## config.mk

```make
export PLATFORM = sky130hd
export DESIGN_NAME = oclib_uart_core
export DESIGN_NICKNAME = d
export VERILOG_FILES = /design/src/rtl/oclib_pkg.sv /design/src/rtl/oclib_uart_fifo.sv /design/src/rtl/oclib_uart_core.sv
export SDC_FILE = /design/constraint.sdc
export NUM_CORES = 1
export LEC_CHECK = 0
export BUFFER_PORTS_ARGS = -buffer_cell sky130_fd_sc_hd__buf_2
export CAP_MARGIN = 20
export CORE_ASPECT_RATIO = 2
export CORE_MARGIN = 2
export CORE_UTILIZATION = 63
export CTS_BUF_LIST = sky130_fd_sc_hd__clkbuf_8 sky130_fd_sc_hd__clkbuf_16
export CTS_CLUSTER_SIZE = 24
export DETAILED_ROUTE_END_ITERATION = 16
export PLACE_DENSITY = 0.85
export SLEW_MARGIN = 0
export SYNTH_ARGS = -nofsm -noshare
export SYNTH_HDL_FRONTEND = slang
export SYNTH_SLANG_ARGS = --single-unit
```

## constraint.sdc

```tcl
create_clock -name clock -period 14.5 [get_ports clock]
set_input_delay 1.45 -clock clock [delete_from_list [all_inputs] [get_ports clock]]
set_output_delay 1.45 -clock clock [all_outputs]
set_load 0.03 [all_outputs]
```

## src/rtl/oclib_pkg.sv

```systemverilog
// oclib_pkg -- shared types and helpers for the oclib UART core.
//   parityModeE  : parity encoding (0 none, 1 odd, 2 even)
//   txStateE     : transmit FSM states
//   rxStateE     : receive FSM states
//   bitCycles()  : clocks per bit, rounded to nearest
//   parityBit()  : parity bit to transmit / expect for a data byte
package oclib_pkg;

    typedef enum logic [1:0] {
        PARITY_NONE = 2'd0,
        PARITY_ODD  = 2'd1,
        PARITY_EVEN = 2'd2
    } parityModeE;

    typedef enum logic [2:0] {
        TX_IDLE   = 3'd0,
        TX_START  = 3'd1,
        TX_DATA   = 3'd2,
        TX_PARITY = 3'd3,
        TX_STOP   = 3'd4
    } txStateE;

    typedef enum logic [2:0] {
        RX_IDLE   = 3'd0,
        RX_START  = 3'd1,
        RX_DATA   = 3'd2,
        RX_PARITY = 3'd3,
        RX_STOP   = 3'd4,
        RX_BREAK  = 3'd5
    } rxStateE;

    // Round-to-nearest integer division of clock rate by line rate.
    function automatic int bitCycles(input int clockHz, input int baud);
        return (clockHz + (baud / 2)) / baud;
    endfunction

    // Unused upper data bits must already be zero so they do not disturb the XOR.
    function automatic logic parityBit(input logic [7:0] data, input parityModeE mode);
        return (mode == PARITY_ODD) ? ~(^data) : (^data);
    endfunction

endpackage

```

## src/rtl/oclib_uart_fifo.sv

```systemverilog
// oclib_uart_fifo -- synchronous FIFO with registered full/empty flags.
//   clock, reset      : clock, asynchronous active-high reset
//   wrEn, wrData      : write request; ignored when full unless a read happens the same clock
//   rdEn, rdData      : read request; rdData shows the head entry (zero after reset)
//   full, empty       : occupancy flags
module oclib_uart_fifo #(
    parameter int Width = 8,
    parameter int Depth = 16
) (
    input  logic             clock,
    input  logic             reset,
    input  logic             wrEn,
    input  logic [Width-1:0] wrData,
    input  logic             rdEn,
    output logic [Width-1:0] rdData,
    output logic             full,
    output logic             empty
);

    localparam int AddrW = $clog2(Depth);

    logic [Width-1:0] mem_r [Depth];
    logic [AddrW-1:0] wrPtr_r;
    logic [AddrW-1:0] rdPtr_r;
    logic [AddrW:0]   count_r;
    logic [AddrW:0]   countNext_s;
    logic             full_r;
    logic             empty_r;
    logic             rdEff_s;
    logic             wrEff_s;

    // Effective read/write and the occupancy they produce; a read frees a slot for a same-clock write.
    always_comb begin
        rdEff_s     = rdEn && !empty_r;
        wrEff_s     = wrEn && (!full_r || rdEff_s);
        countNext_s = count_r;
        case ({wrEff_s, rdEff_s})
            2'b10:   countNext_s = count_r + (AddrW+1)'(1);
            2'b01:   countNext_s = count_r - (AddrW+1)'(1);
            default: countNext_s = count_r;
        endcase
    end

    // Storage, pointers and registered flags.
    always_ff @(posedge clock or posedge reset) begin
        if (reset) begin
            for (int i = 0; i < Depth; i++) begin
                mem_r[i] <= '0;
            end
            wrPtr_r <= '0;
            rdPtr_r <= '0;
            count_r <= '0;
            full_r  <= 1'b0;
            empty_r <= 1'b1;
        end else begin
            if (wrEff_s) begin
                mem_r[wrPtr_r] <= wrData;
                wrPtr_r        <= wrPtr_r + AddrW'(1);
            end
            if (rdEff_s) begin
                rdPtr_r <= rdPtr_r + AddrW'(1);
            end
            count_r <= countNext_s;
            full_r  <= (countNext_s == (AddrW+1)'(Depth));
            empty_r <= (countNext_s == (AddrW+1)'(0));
        end
    end

    assign rdData = mem_r[rdPtr_r];
    assign full   = full_r;
    assign empty  = empty_r;

endmodule

```

## src/rtl/oclib_uart_core.sv

```systemverilog
// oclib_uart_core -- UART with tx/rx FIFOs, configurable framing and sticky rx error flags.
//   clock, reset            : clock, asynchronous active-high reset
//   txData/txValid/txReady  : tx byte stream into the tx FIFO (low DataBits sent, LSB first)
//   rxData/rxValid/rxReady  : rx FIFO head; pop on rxValid && rxReady
//   rx, tx                  : serial lines (rx asynchronous, tx from a flop)
//   rxParityError, rxFramingError, rxOverflow, rxBreak : sticky, cleared by the next pop
// Optional: define OCLIB_UART_LOOPBACK_EN to add input 'loopback' (tx fed to rx, tx pin held 1).
module oclib_uart_core
    import oclib_pkg::*;
#(
    parameter int ClockHz    = 100000000,
    parameter int Baud       = 115200,
    parameter int DataBits   = 8,
    parameter int ParityMode = 0,
    parameter int StopBits   = 1,
    parameter int FifoDepth  = 16
) (
    input  logic       clock,
    input  logic       reset,
    input  logic [7:0] txData,
    input  logic       txValid,
    output logic       txReady,
    output logic [7:0] rxData,
    output logic       rxValid,
    input  logic       rxReady,
    input  logic       rx,
    output logic       tx,
    output logic       rxParityError,
    output logic       rxFramingError,
    output logic       rxOverflow,
    output logic       rxBreak
`ifdef OCLIB_UART_LOOPBACK_EN
    ,
    input  logic       loopback
`endif
);

    localparam int BitCycles = bitCycles(ClockHz, Baud);
    localparam int CntW      = $clog2(StopBits * BitCycles + 1);
    localparam logic [CntW-1:0] BitLast  = CntW'(BitCycles - 1);
    localparam logic [CntW-1:0] HalfLast = CntW'((BitCycles / 2) - 1);
    localparam logic [CntW-1:0] StopLast = CntW'(StopBits * BitCycles - 1);
    localparam logic [2:0]      DataLast = 3'(DataBits - 1);
    localparam logic [7:0]      DataMask = 8'((1 << DataBits) - 1);
    localparam parityModeE      PMode    = parityModeE'(ParityMode);

    // ---------------- tx side ----------------
    txStateE         txState_r, txStateNext_s;
    logic [CntW-1:0] txCnt_r, txCntNext_s;
    logic [7:0]      txShift_r, txShiftNext_s;
    logic [2:0]      txIdx_r, txIdxNext_s;
    logic            txPar_r, txParNext_s;
    logic            txLine_r, txLineNext_s;
    logic            txPop_s;
    logic [7:0]      txHead_s;
    logic            txFull_s, txEmpty_s;
    logic            resetDone_r;

    // Holds txReady low while in reset and for the release clock.
    always_ff @(posedge clock or posedge reset) begin
        if (reset) resetDone_r <= 1'b0;
        else       resetDone_r <= 1'b1;
    end

    assign txReady = resetDone_r && !txFull_s;

    oclib_uart_fifo #(.Width(8), .Depth(FifoDepth)) txFifo (
        .clock (clock),
        .reset (reset),
        .wrEn  (txValid && txReady),
        .wrData(txData),
        .rdEn  (txPop_s),
        .rdData(txHead_s),
        .full  (txFull_s),
        .empty (txEmpty_s)
    );

    // Tx next state: a byte is fetched from IDLE or at the end of STOP, so frames run back-to-back.
    always_comb begin
        txStateNext_s = txState_r;
        txCntNext_s   = txCnt_r;
        txShiftNext_s = txShift_r;
        txIdxNext_s   = txIdx_r;
        txParNext_s   = txPar_r;
        txLineNext_s  = txLine_r;
        txPop_s       = 1'b0;
        case (txState_r)
            TX_IDLE: begin
                txLineNext_s = 1'b1;
                if (!txEmpty_s) txPop_s = 1'b1;
                else            txStateNext_s = TX_IDLE;
            end
            TX_START: begin
                if (txCnt_r == BitLast) begin
                    txStateNext_s = TX_DATA;
                    txCntNext_s   = '0;
                    txIdxNext_s   = 3'd0;
                    txLineNext_s  = txShift_r[0];
                end else begin
                    txCntNext_s = txCnt_r + CntW'(1);
                end
            end
            TX_DATA: begin
                if (txCnt_r == BitLast) begin
                    txCntNext_s = '0;
                    if (txIdx_r == DataLast) begin
                        if (PMode == PARITY_NONE) begin
                            txStateNext_s = TX_STOP;
                            txLineNext_s  = 1'b1;
                        end else begin
                            txStateNext_s = TX_PARITY;
                            txLineNext_s  = txPar_r;
                        end
                    end else begin
                        txIdxNext_s  = txIdx_r + 3'd1;
                        txLineNext_s = txShift_r[txIdx_r + 3'd1];
                    end
                end else begin
                    txCntNext_s = txCnt_r + CntW'(1);
                end
            end
            TX_PARITY: begin
                if (txCnt_r == BitLast) begin
                    txStateNext_s = TX_STOP;
                    txCntNext_s   = '0;
                    txLineNext_s  = 1'b1;
                end else begin
                    txCntNext_s = txCnt_r + CntW'(1);
                end
            end
            TX_STOP: begin
                if (txCnt_r == StopLast) begin
                    txCntNext_s = '0;
                    if (!txEmpty_s) begin
                        txPop_s = 1'b1;
                    end else begin
                        txStateNext_s = TX_IDLE;
                        txLineNext_s  = 1'b1;
                    end
                end else begin
                    txCntNext_s = txCnt_r + CntW'(1);
                end
            end
            default: begin
                txStateNext_s = TX_IDLE;
                txLineNext_s  = 1'b1;
            end
        endcase
        // Fetching a byte always starts a new frame with the start bit on the next clock.
        if (txPop_s) begin
            txStateNext_s = TX_START;
            txCntNext_s   = '0;
            txLineNext_s  = 1'b0;
            txShiftNext_s = txHead_s & DataMask;
            txParNext_s   = parityBit(txHead_s & DataMask, PMode);
        end else begin
            txShiftNext_s = txShiftNext_s;
        end
    end

    // Tx state register.
    always_ff @(posedge clock or posedge reset) begin
        if (reset) txState_r <= TX_IDLE;
        else       txState_r <= txStateNext_s;
    end

    // Tx datapath registers, including the flop that drives the line.
    always_ff @(posedge clock or posedge reset) begin
        if (reset) begin
            txCnt_r   <= '0;
            txShift_r <= 8'd0;
            txIdx_r   <= 3'd0;
            txPar_r   <= 1'b0;
            txLine_r  <= 1'b1;
        end else begin
            txCnt_r   <= txCntNext_s;
            txShift_r <= txShiftNext_s;
            txIdx_r   <= txIdxNext_s;
            txPar_r   <= txParNext_s;
            txLine_r  <= txLineNext_s;
        end
    end

    logic rxSrc_s;
`ifdef OCLIB_UART_LOOPBACK_EN
    logic txPin_r;

    // Separate pin flop so the line can be parked high while looping back.
    always_ff @(posedge clock or posedge reset) begin
        if (reset) txPin_r <= 1'b1;
        else       txPin_r <= loopback ? 1'b1 : txLineNext_s;
    end

    assign tx      = txPin_r;
    assign rxSrc_s = loopback ? txLine_r : rx;
`else
    assign tx      = txLine_r;
    assign rxSrc_s = rx;
`endif

    // ---------------- rx side ----------------
    rxStateE         rxState_r, rxStateNext_s;
    logic [CntW-1:0] rxCnt_r, rxCntNext_s;
    logic [7:0]      rxShift_r, rxShiftNext_s;
    logic [2:0]      rxIdx_r, rxIdxNext_s;
    logic            rxZero_r, rxZeroNext_s;
    logic            rxParBad_r, rxParBadNext_s;
    logic            sync1_r, sync2_r, rxLast_r;
    logic            rxPush_s, parSet_s, frameSet_s, breakSet_s, ovfSet_s;
    logic            rxPop_s, rxFull_s, rxEmpty_s;
    logic            rxParErr_r, rxFrameErr_r, rxOvf_r, rxBreak_r;

    // Two-flop synchroniser plus one history flop for falling-edge detection.
    always_ff @(posedge clock or posedge reset) begin
        if (reset) begin
            sync1_r  <= 1'b1;
            sync2_r  <= 1'b1;
            rxLast_r <= 1'b1;
        end else begin
            sync1_r  <= rxSrc_s;
            sync2_r  <= sync1_r;
            rxLast_r <= sync2_r;
        end
    end

    // Rx next state; rxZero tracks whether every sample since the start bit was low (break).
    always_comb begin
        rxStateNext_s  = rxState_r;
        rxCntNext_s    = rxCnt_r;
        rxShiftNext_s  = rxShift_r;
        rxIdxNext_s    = rxIdx_r;
        rxZeroNext_s   = rxZero_r;
        rxParBadNext_s = rxParBad_r;
        rxPush_s       = 1'b0;
        parSet_s       = 1'b0;
        frameSet_s     = 1'b0;
        breakSet_s     = 1'b0;
        case (rxState_r)
            RX_IDLE: begin
                if (rxLast_r && !sync2_r) begin
                    rxStateNext_s = RX_START;
                    rxCntNext_s   = '0;
                end else begin
                    rxStateNext_s = RX_IDLE;
                end
            end
            RX_START: begin
                if (rxCnt_r == HalfLast) begin
                    rxCntNext_s = '0;
                    if (sync2_r) begin
                        rxStateNext_s = RX_IDLE;
                    end else begin
                        rxStateNext_s  = RX_DATA;
                        rxIdxNext_s    = 3'd0;
                        rxShiftNext_s  = 8'd0;
                        rxZeroNext_s   = 1'b1;
                        rxParBadNext_s = 1'b0;
                    end
                end else begin
                    rxCntNext_s = rxCnt_r + CntW'(1);
                end
            end
            RX_DATA: begin
                if (rxCnt_r == BitLast) begin
                    rxCntNext_s            = '0;
                    rxShiftNext_s[rxIdx_r] = sync2_r;
                    rxZeroNext_s           = rxZero_r && !sync2_r;
                    if (rxIdx_r == DataLast) begin
                        rxStateNext_s = (PMode == PARITY_NONE) ? RX_STOP : RX_PARITY;
                    end else begin
                        rxIdxNext_s = rxIdx_r + 3'd1;
                    end
                end else begin
                    rxCntNext_s = rxCnt_r + CntW'(1);
                end
            end
            RX_PARITY: begin
                if (rxCnt_r == BitLast) begin
                    rxCntNext_s    = '0;
                    rxParBadNext_s = (sync2_r != parityBit(rxShift_r, PMode));
                    rxZeroNext_s   = rxZero_r && !sync2_r;
                    rxStateNext_s  = RX_STOP;
                end else begin
                    rxCntNext_s = rxCnt_r + CntW'(1);
                end
            end
            RX_STOP: begin
                // Only the first stop bit is sampled; idle detection covers any further stop bits.
                if (rxCnt_r == BitLast) begin
                    rxCntNext_s = '0;
                    if (rxZero_r && !sync2_r) begin
                        breakSet_s    = 1'b1;
                        rxStateNext_s = RX_BREAK;
                    end else begin
                        rxPush_s      = 1'b1;
                        frameSet_s    = !sync2_r;
                        parSet_s      = rxParBad_r;
                        rxStateNext_s = RX_IDLE;
                    end
                end else begin
                    rxCntNext_s = rxCnt_r + CntW'(1);
                end
            end
            RX_BREAK: begin
                if (sync2_r) rxStateNext_s = RX_IDLE;
                else         rxStateNext_s = RX_BREAK;
            end
            default: begin
                rxStateNext_s = RX_IDLE;
            end
        endcase
    end

    // Rx state register.
    always_ff @(posedge clock or posedge reset) begin
        if (reset) rxState_r <= RX_IDLE;
        else       rxState_r <= rxStateNext_s;
    end

    // Rx datapath registers.
    always_ff @(posedge clock or posedge reset) begin
        if (reset) begin
            rxCnt_r    <= '0;
            rxShift_r  <= 8'd0;
            rxIdx_r    <= 3'd0;
            rxZero_r   <= 1'b0;
            rxParBad_r <= 1'b0;
        end else begin
            rxCnt_r    <= rxCntNext_s;
            rxShift_r  <= rxShiftNext_s;
            rxIdx_r    <= rxIdxNext_s;
            rxZero_r   <= rxZeroNext_s;
            rxParBad_r <= rxParBadNext_s;
        end
    end

    assign rxPop_s  = !rxEmpty_s && rxReady;
    assign ovfSet_s = rxPush_s && rxFull_s && !rxPop_s;

    oclib_uart_fifo #(.Width(8), .Depth(FifoDepth)) rxFifo (
        .clock (clock),
        .reset (reset),
        .wrEn  (rxPush_s),
        .wrData(rxShift_r),
        .rdEn  (rxPop_s),
        .rdData(rxData),
        .full  (rxFull_s),
        .empty (rxEmpty_s)
    );

    // Sticky error flags: a new event wins over a same-clock pop clear.
    always_ff @(posedge clock or posedge reset) begin
        if (reset) begin
            rxParErr_r   <= 1'b0;
            rxFrameErr_r <= 1'b0;
            rxOvf_r      <= 1'b0;
            rxBreak_r    <= 1'b0;
        end else begin
            if (parSet_s)        rxParErr_r   <= 1'b1;
            else if (rxPop_s)    rxParErr_r   <= 1'b0;
            if (frameSet_s)      rxFrameErr_r <= 1'b1;
            else if (rxPop_s)    rxFrameErr_r <= 1'b0;
            if (ovfSet_s)        rxOvf_r      <= 1'b1;
            else if (rxPop_s)    rxOvf_r      <= 1'b0;
            if (breakSet_s)      rxBreak_r    <= 1'b1;
            else if (rxPop_s)    rxBreak_r    <= 1'b0;
        end
    end

    assign rxValid        = !rxEmpty_s;
    assign rxParityError  = rxParErr_r;
    assign rxFramingError = rxFrameErr_r;
    assign rxOverflow     = rxOvf_r;
    assign rxBreak        = rxBreak_r;

endmodule

```

# Word level (Yosys, flattened, before mapping)
# Cells that the tools add are included.
# word_totals
mem_bits_ro	0
regBits	345
latch_bits	0
in_bits	13
ramBits	0
n_memories	0
# classes
n_lt_le_gt_ge	9
n_mux	93
div_mod_pow	0
bitwise_logic	4
n_mul	0
reduce_logical	49
n_eq_ne	39
add_sub_neg	12
shift	0
# op_table
op	count
128-bit bitwise mux	2
8-bit two-way mux	9
8-bit binary-select mux with 4-bit select	2
8-bit demux with 4-bit select	2
3-bit two-way mux	21
10-bit two-way mux	6
1-bit two-way mux	35
10-bit case mux with 3 select lines	1
2-bit != test (second input constant)	11
10-bit by 1-bit adder with 10-bit output (second input constant)	2
10-bit equality test (second input constant)	2
5-bit greater-or-equal comparator (second input constant)	4
4-bit inverter with 5-bit output	4
5-bit case mux with 2 select lines	2
5-bit AND reduction	4
3-bit case mux with 6 select lines	1
2-bit nonzero test	9
4-bit by 1-bit adder with 4-bit output (second input constant)	4
8-bit case mux with 2 select lines	1
4-bit AND reduction	4
3-bit equality test (second input constant)	5
3-bit by 2-bit != test with 1-bit output (second input constant)	5
3-bit case mux with 5 select lines	1
1-bit logical AND	14
other kinds (32)	55

# Longest topological paths before layout
# depth
ltp_word	9
depth_mapped	15
ltp_nobuf	13

# Modules after synthesis
# From an unflattened synthesis, not the netlist that was laid out.
# unflattened
cells_unflattened	1189
hier_area_um2	16779.8
# modules_own_cells
module	area_each_um2	seq_area_each_um2	cells_each	instances
oclib_uart_fifo at txFifo	6806.5	3579.7	443	1
oclib_uart_fifo at rxFifo	6727.7	3579.7	417	1
oclib_uart_core	3245.6	1481.4	329	1

# Worst setup path before layout
# No wires, ideal clock.
# synth_timing
kind	input -> register
from	input port rxReady
to	register rxFifo.empty_r, in the netlist rxFifo.empty
path_buffers	3
setup_ns	0.078
arrival_ns	3.905
required_time_ns	14.422
stages	15
path_slack_ns	10.517
cell_sequence	nand2b_1 clkbuf_1 a21oi_1 and4_1 clkbuf_1 buf_2 inv_1 ha_1 inv_1 fa_1 nor2b_1 o21ai_0 nor4b_1 or3b_1 and3b_1
# synth_between
elab_chain_len	7
word_cells_on_any_way	8
cone_classes	eq/ne (2); mux (1); reduce/logical (5)
# synth_rtl
item	line	source
start: declaration	oclib_uart_core.sv:25	input logic rxReady,
1-bit logical AND *	oclib_uart_core.sv:337	assign rxPop_s = !rxEmpty_s && rxReady;
1-bit logical AND *	oclib_uart_fifo.sv:34	rdEff_s = rdEn && !empty_r;
1-bit logical OR	oclib_uart_fifo.sv:35	wrEff_s = wrEn && (!full_r || rdEff_s);
1-bit logical AND	oclib_uart_fifo.sv:35	
2-bit by 1-bit equality test with 1-bit output or 2-bit equality test (tied branches)	oclib_uart_fifo.sv:37	case ({wrEff_s, rdEff_s})
5-bit case mux with 2 select lines *	oclib_uart_fifo.sv:37	
5-bit zero test *	oclib_uart_fifo.sv:65	empty_r <= (countNext_s == (AddrW+1)'(0));
end signal: assignment	oclib_uart_fifo.sv:65	
end: declaration	oclib_uart_fifo.sv:28	logic empty_r;
# Every way passes the cells marked *; elsewhere a longest branch is shown, timed or not.
# A chain may end at the register's enable or synchronous reset.

# Final worst setup path
# layout_timing
from	register rxFifo.rdPtr_r[0]
to	output port rxData[4]
# layout_between
elab_chain_len	4
# layout_rtl
item	line	source
start: declaration	oclib_uart_fifo.sv:24	logic [AddrW-1:0] rdPtr_r;
start signal: assignment	oclib_uart_fifo.sv:61	rdPtr_r <= rdPtr_r + AddrW'(1);
4-bit inverter with 5-bit output (not written as such)	oclib_uart_fifo.sv:69	assign rdData = mem_r[rdPtr_r];
8-bit binary-select mux with 4-bit select	oclib_uart_fifo.sv:69	
8-bit two-way mux (not written as such) (2 in series)	oclib_uart_fifo.sv:69	
end: declaration	oclib_uart_core.sv:23	output logic [7:0] rxData,
# No other way between the ends. The select of a mux whose other input is x is not followed.

==> impl_metrics.ini <==
[sta]
clock_skew_ps = 14.3
final_report_setup_violation_count = 0
slew_viols_final = 0
setup_tns_ps = 0
timing.final.crit_period_ps = 4220
hold-worst-slack_ps = 383
maxSlewHeadroom_pct = 27.7
hold_viol = 0
tightest_slew_ps = 1080
finalCritPeriodShare_pct = 29.1
fmax_mhz = 237
grt_setup_unrepaired = false

[run]
maxCapViolCount = 0

[power]
p_seq_share_pct = 49.9
irDropWorstVdd_uv = 124
combinational_cell_fraction_of_total_power_pct = 20.8
power_density_nw_per_um2 = 146
power.net_switching_uw = 730
pwr-share-clk_pct = 29.3
internal-power_mw = 1.86
static-leakage-power_nw = 8.25
sw_frac_of_total_pct = 28.2

[yosys]
synthesis.yosys.warnings = 0
synth_sequential_area_ratio_pct = 52.3
mappedNetlistNets = 1285
netlist-cell-type-count = 71
synth.avg_cell_area_sq_um = 13.2
ys.flop_type = sky130_fd_sc_hd__dfrtp_1
ys_seq_elements = 345
synth_enable_flop_cells = 0
async_reset_ff_share_pct = 100
post_synth_instance_area_sq_um = 16500
post_synth_inst_count = 1247

[routing]
drc = 0
dr.pass1.iters = 5
drt-initial-drc-count = 728
vias_per_cell = 6.35
ant_nets = 0
route.detailed.wl_per_inst_um = 21.4
wirelength_um = 34100
vias = 10100

[hold_path]
holdPathStages = 0
timing.hold.worst.class = flop to flop
holdCritStartpoint = sync1_r
min_to = sync2_r

[global_routing]
number_of_antenna_violations_at_the_first_check_in_global_routing = 0
first_global_vias = 10900
grt_pass1_wl_um = 56900
grt_overflow_total = 0
largest_net_degree_at_the_start_of_global_routing = 135
all_layer_global_routing_usage_pct = 26.0

[clocking]
clk_pin_slew_worst_paths_ps = 70
ctsResizeCount = 0
cts-buffers-inserted = 30
clock-sinks = 345
cts-root-to-sink-buffers = 3
clock_tree.root_cell = sky130_fd_sc_hd__clkbuf_16
cts_tree = yes
cts_hold_buffers = 0
cts_htree_levels = 1
post_cts_buffers = 0
clkLatencyLatePin_ps = 560

[final_layout]
multiInputGateArea_sq_um = 7430
proportion_of_layout_cells_with_a_drive_suffix_above_1_pct = 26.9
seqCellArea_sq_um = 8640
num-nets-final = 1268
final.fill_count = 1784
num_antenna_cells = 0
final_core_utilization_pct = 68.9
final_cell_area_sq_um = 17800
syn2layout_area_growth_pct = 7.46

[worst_setup_path]
cp_data_required_time_ps = 13050
worst-setup-path-type = flop to primary output
critical_path.endpoint_type = primary output
worst_r2r_end = txFifo.full
reg2reg_from = txCnt_r[0]
critPathArrivalTime_ps = 2770
crit_path_start_kind = flop
worst-r2r-cell-count = 12
reg2reg_setup_slack_ps = 10550
worstPathMaxFanout = 35

[floorplan]
initial_core_util_pct = 64.2
io-pin-count = 28
die_height_um = 233
floorplan.die.width_um = 119
rows = 83
coreArea_sq_um = 25800
die_area_sq_um = 27600

[run_status]
outcome = finished clean

[place]
numPortBuffers = 27
gp_congestion = 0.875
dpl_cell_area_sq_um = 16800
detailed_place_hpwl_um = 23800
layout make-up:
cell class | instances | area share (%)
Multi-Input combinational cell | 788 | 41.9
Clock inverter | 17 | 0.514
Tap cell | 340 | 2.40
Clock buffer | 36 | 4.76
Inverter | 29 | 0.655
Timing Repair Buffer | 36 | 1.14
Sequential cell | 345 | 48.7
cells by family after synthesis:
family / Yosys count / synth area share, %
compound gates: 143 / 5.62
fa+ha+maj: 25 / 1.94
mux: 355 / 28.5
flops: 345 / 52.3
simple gates: 233 / 7.27
xor+xnor: 31 / 1.64
other cells: 1 / 0.0227
buf+inv: 114 / 2.73
Yosys cell counts (all sizes together) (4+ instances only):
cell type	n	share of area (%)
nor3	15	0.45
nand2b	12	0.45
nand3b	7	0.32
o31ai	8	0.39
mux2i	28	1.7
nor3b	4	0.18
dfrtp	339	51
nor2b	8	0.30
xor2	7	0.37
a31oi	25	0.95
clkbuf	59	1.3
o21a	5	0.23
ha	24	1.8
nand4	12	0.53
dfstp	6	0.95
inv	29	0.66
o21ai	41	1.2
xnor2	24	1.3
a21oi	27	0.82
nand3	31	0.94
nor4	4	0.19
mux2	261	18
mux4	66	9.0
nor2	68	1.5
a22o	6	0.32
buf	26	0.73
nand2	50	1.1
metal layers:
| metal | share of wire (%) | GRT usage (%) | vias to the layer above |
|---|---|---|---|
| met3 | 2.7 | 2.23 | 102 |
| met1 | 34 | 26.7 | 5252 |
| li1 | - | - | 4522 |
| met4 | 4.8 | 12.2 | 0 |
| met5 | 0 | 0 | - |
| met2 | 58 | 52.1 | 232 |
state kept, by name, summed over array words and instances (netlist names), 4 cells and up:
signal and flops:
rxCnt_r 10, rxFifo.count_r 5, rxFifo.mem_r 128, rxFifo.rdPtr_r 4, rxFifo.wrPtr_r 4, rxShift_r 8
txCnt_r 10, txFifo.count_r 5, txFifo.mem_r 128, txFifo.rdPtr_r 4, txFifo.wrPtr_r 4, txShift_r 8
through the flow:
stage / setup WS [ps] / cells / total power [mW]
after floorplan: 3490 / 1247 / 1.72
after global placement: 10180 / 1538 / 1.81
after detailed placement: 10010 / 1538 / 1.85
after CTS: 10230 / 1591 / 2.61
after global routing: 10150 / 1591 / 2.73
final: 10280 / 1591 / 2.59
power groups by stage:
stage	clock network, mW	logic, mW	registers (mW)
after global routing	0.814	0.597	1.32
after global placement	0	0.519	1.29
final	0.760	0.540	1.29
after detailed placement	0	0.543	1.31
after floorplan	0	0.479	1.24
after CTS	0.773	0.547	1.29
how the worst max path moves through the flow:
stage	startpoint	end	slack (ps)	cells after the start
6_report	rxFifo.rdPtr_r[0]	rxData[4]	10280	4
5_1_grt	rxFifo.rdPtr_r[0]	rxData[4]	10150	4
4_1_cts	rxFifo.rdPtr_r[0]	rxData[4]	10230	4
3_5_place_dp	rxReady	rxFifo.empty	10010	12
3_3_place_gp	rxReady	rxFifo.empty	10180	12
2_1_floorplan	reset	resetDone_r	3490	1
cell usage in the layout, fill, tap and decap left out, types with 28 or more instances in the layout:
cell type	synthesis	final
sky130_fd_sc_hd__clkbuf_16	0	31
sky130_fd_sc_hd__nor2_1	68	68
sky130_fd_sc_hd__mux2i_1	28	28
sky130_fd_sc_hd__nand2_1	50	50
sky130_fd_sc_hd__nand3_1	31	31
sky130_fd_sc_hd__mux2_1	91	91
sky130_fd_sc_hd__mux4_2	66	66
sky130_fd_sc_hd__inv_1	29	34
sky130_fd_sc_hd__mux2_2	170	170
sky130_fd_sc_hd__o21ai_0	29	29
sky130_fd_sc_hd__dfrtp_1	339	337
worst max-delay path: stages, from the launching register on:
cell	delay (ps)
sky130_fd_sc_hd__dfrtp_2	350
sky130_fd_sc_hd__buf_4	540
sky130_fd_sc_hd__mux4_2	590
sky130_fd_sc_hd__mux4_2	480
sky130_fd_sc_hd__buf_2	190
(Power assumes the default switching activity.)
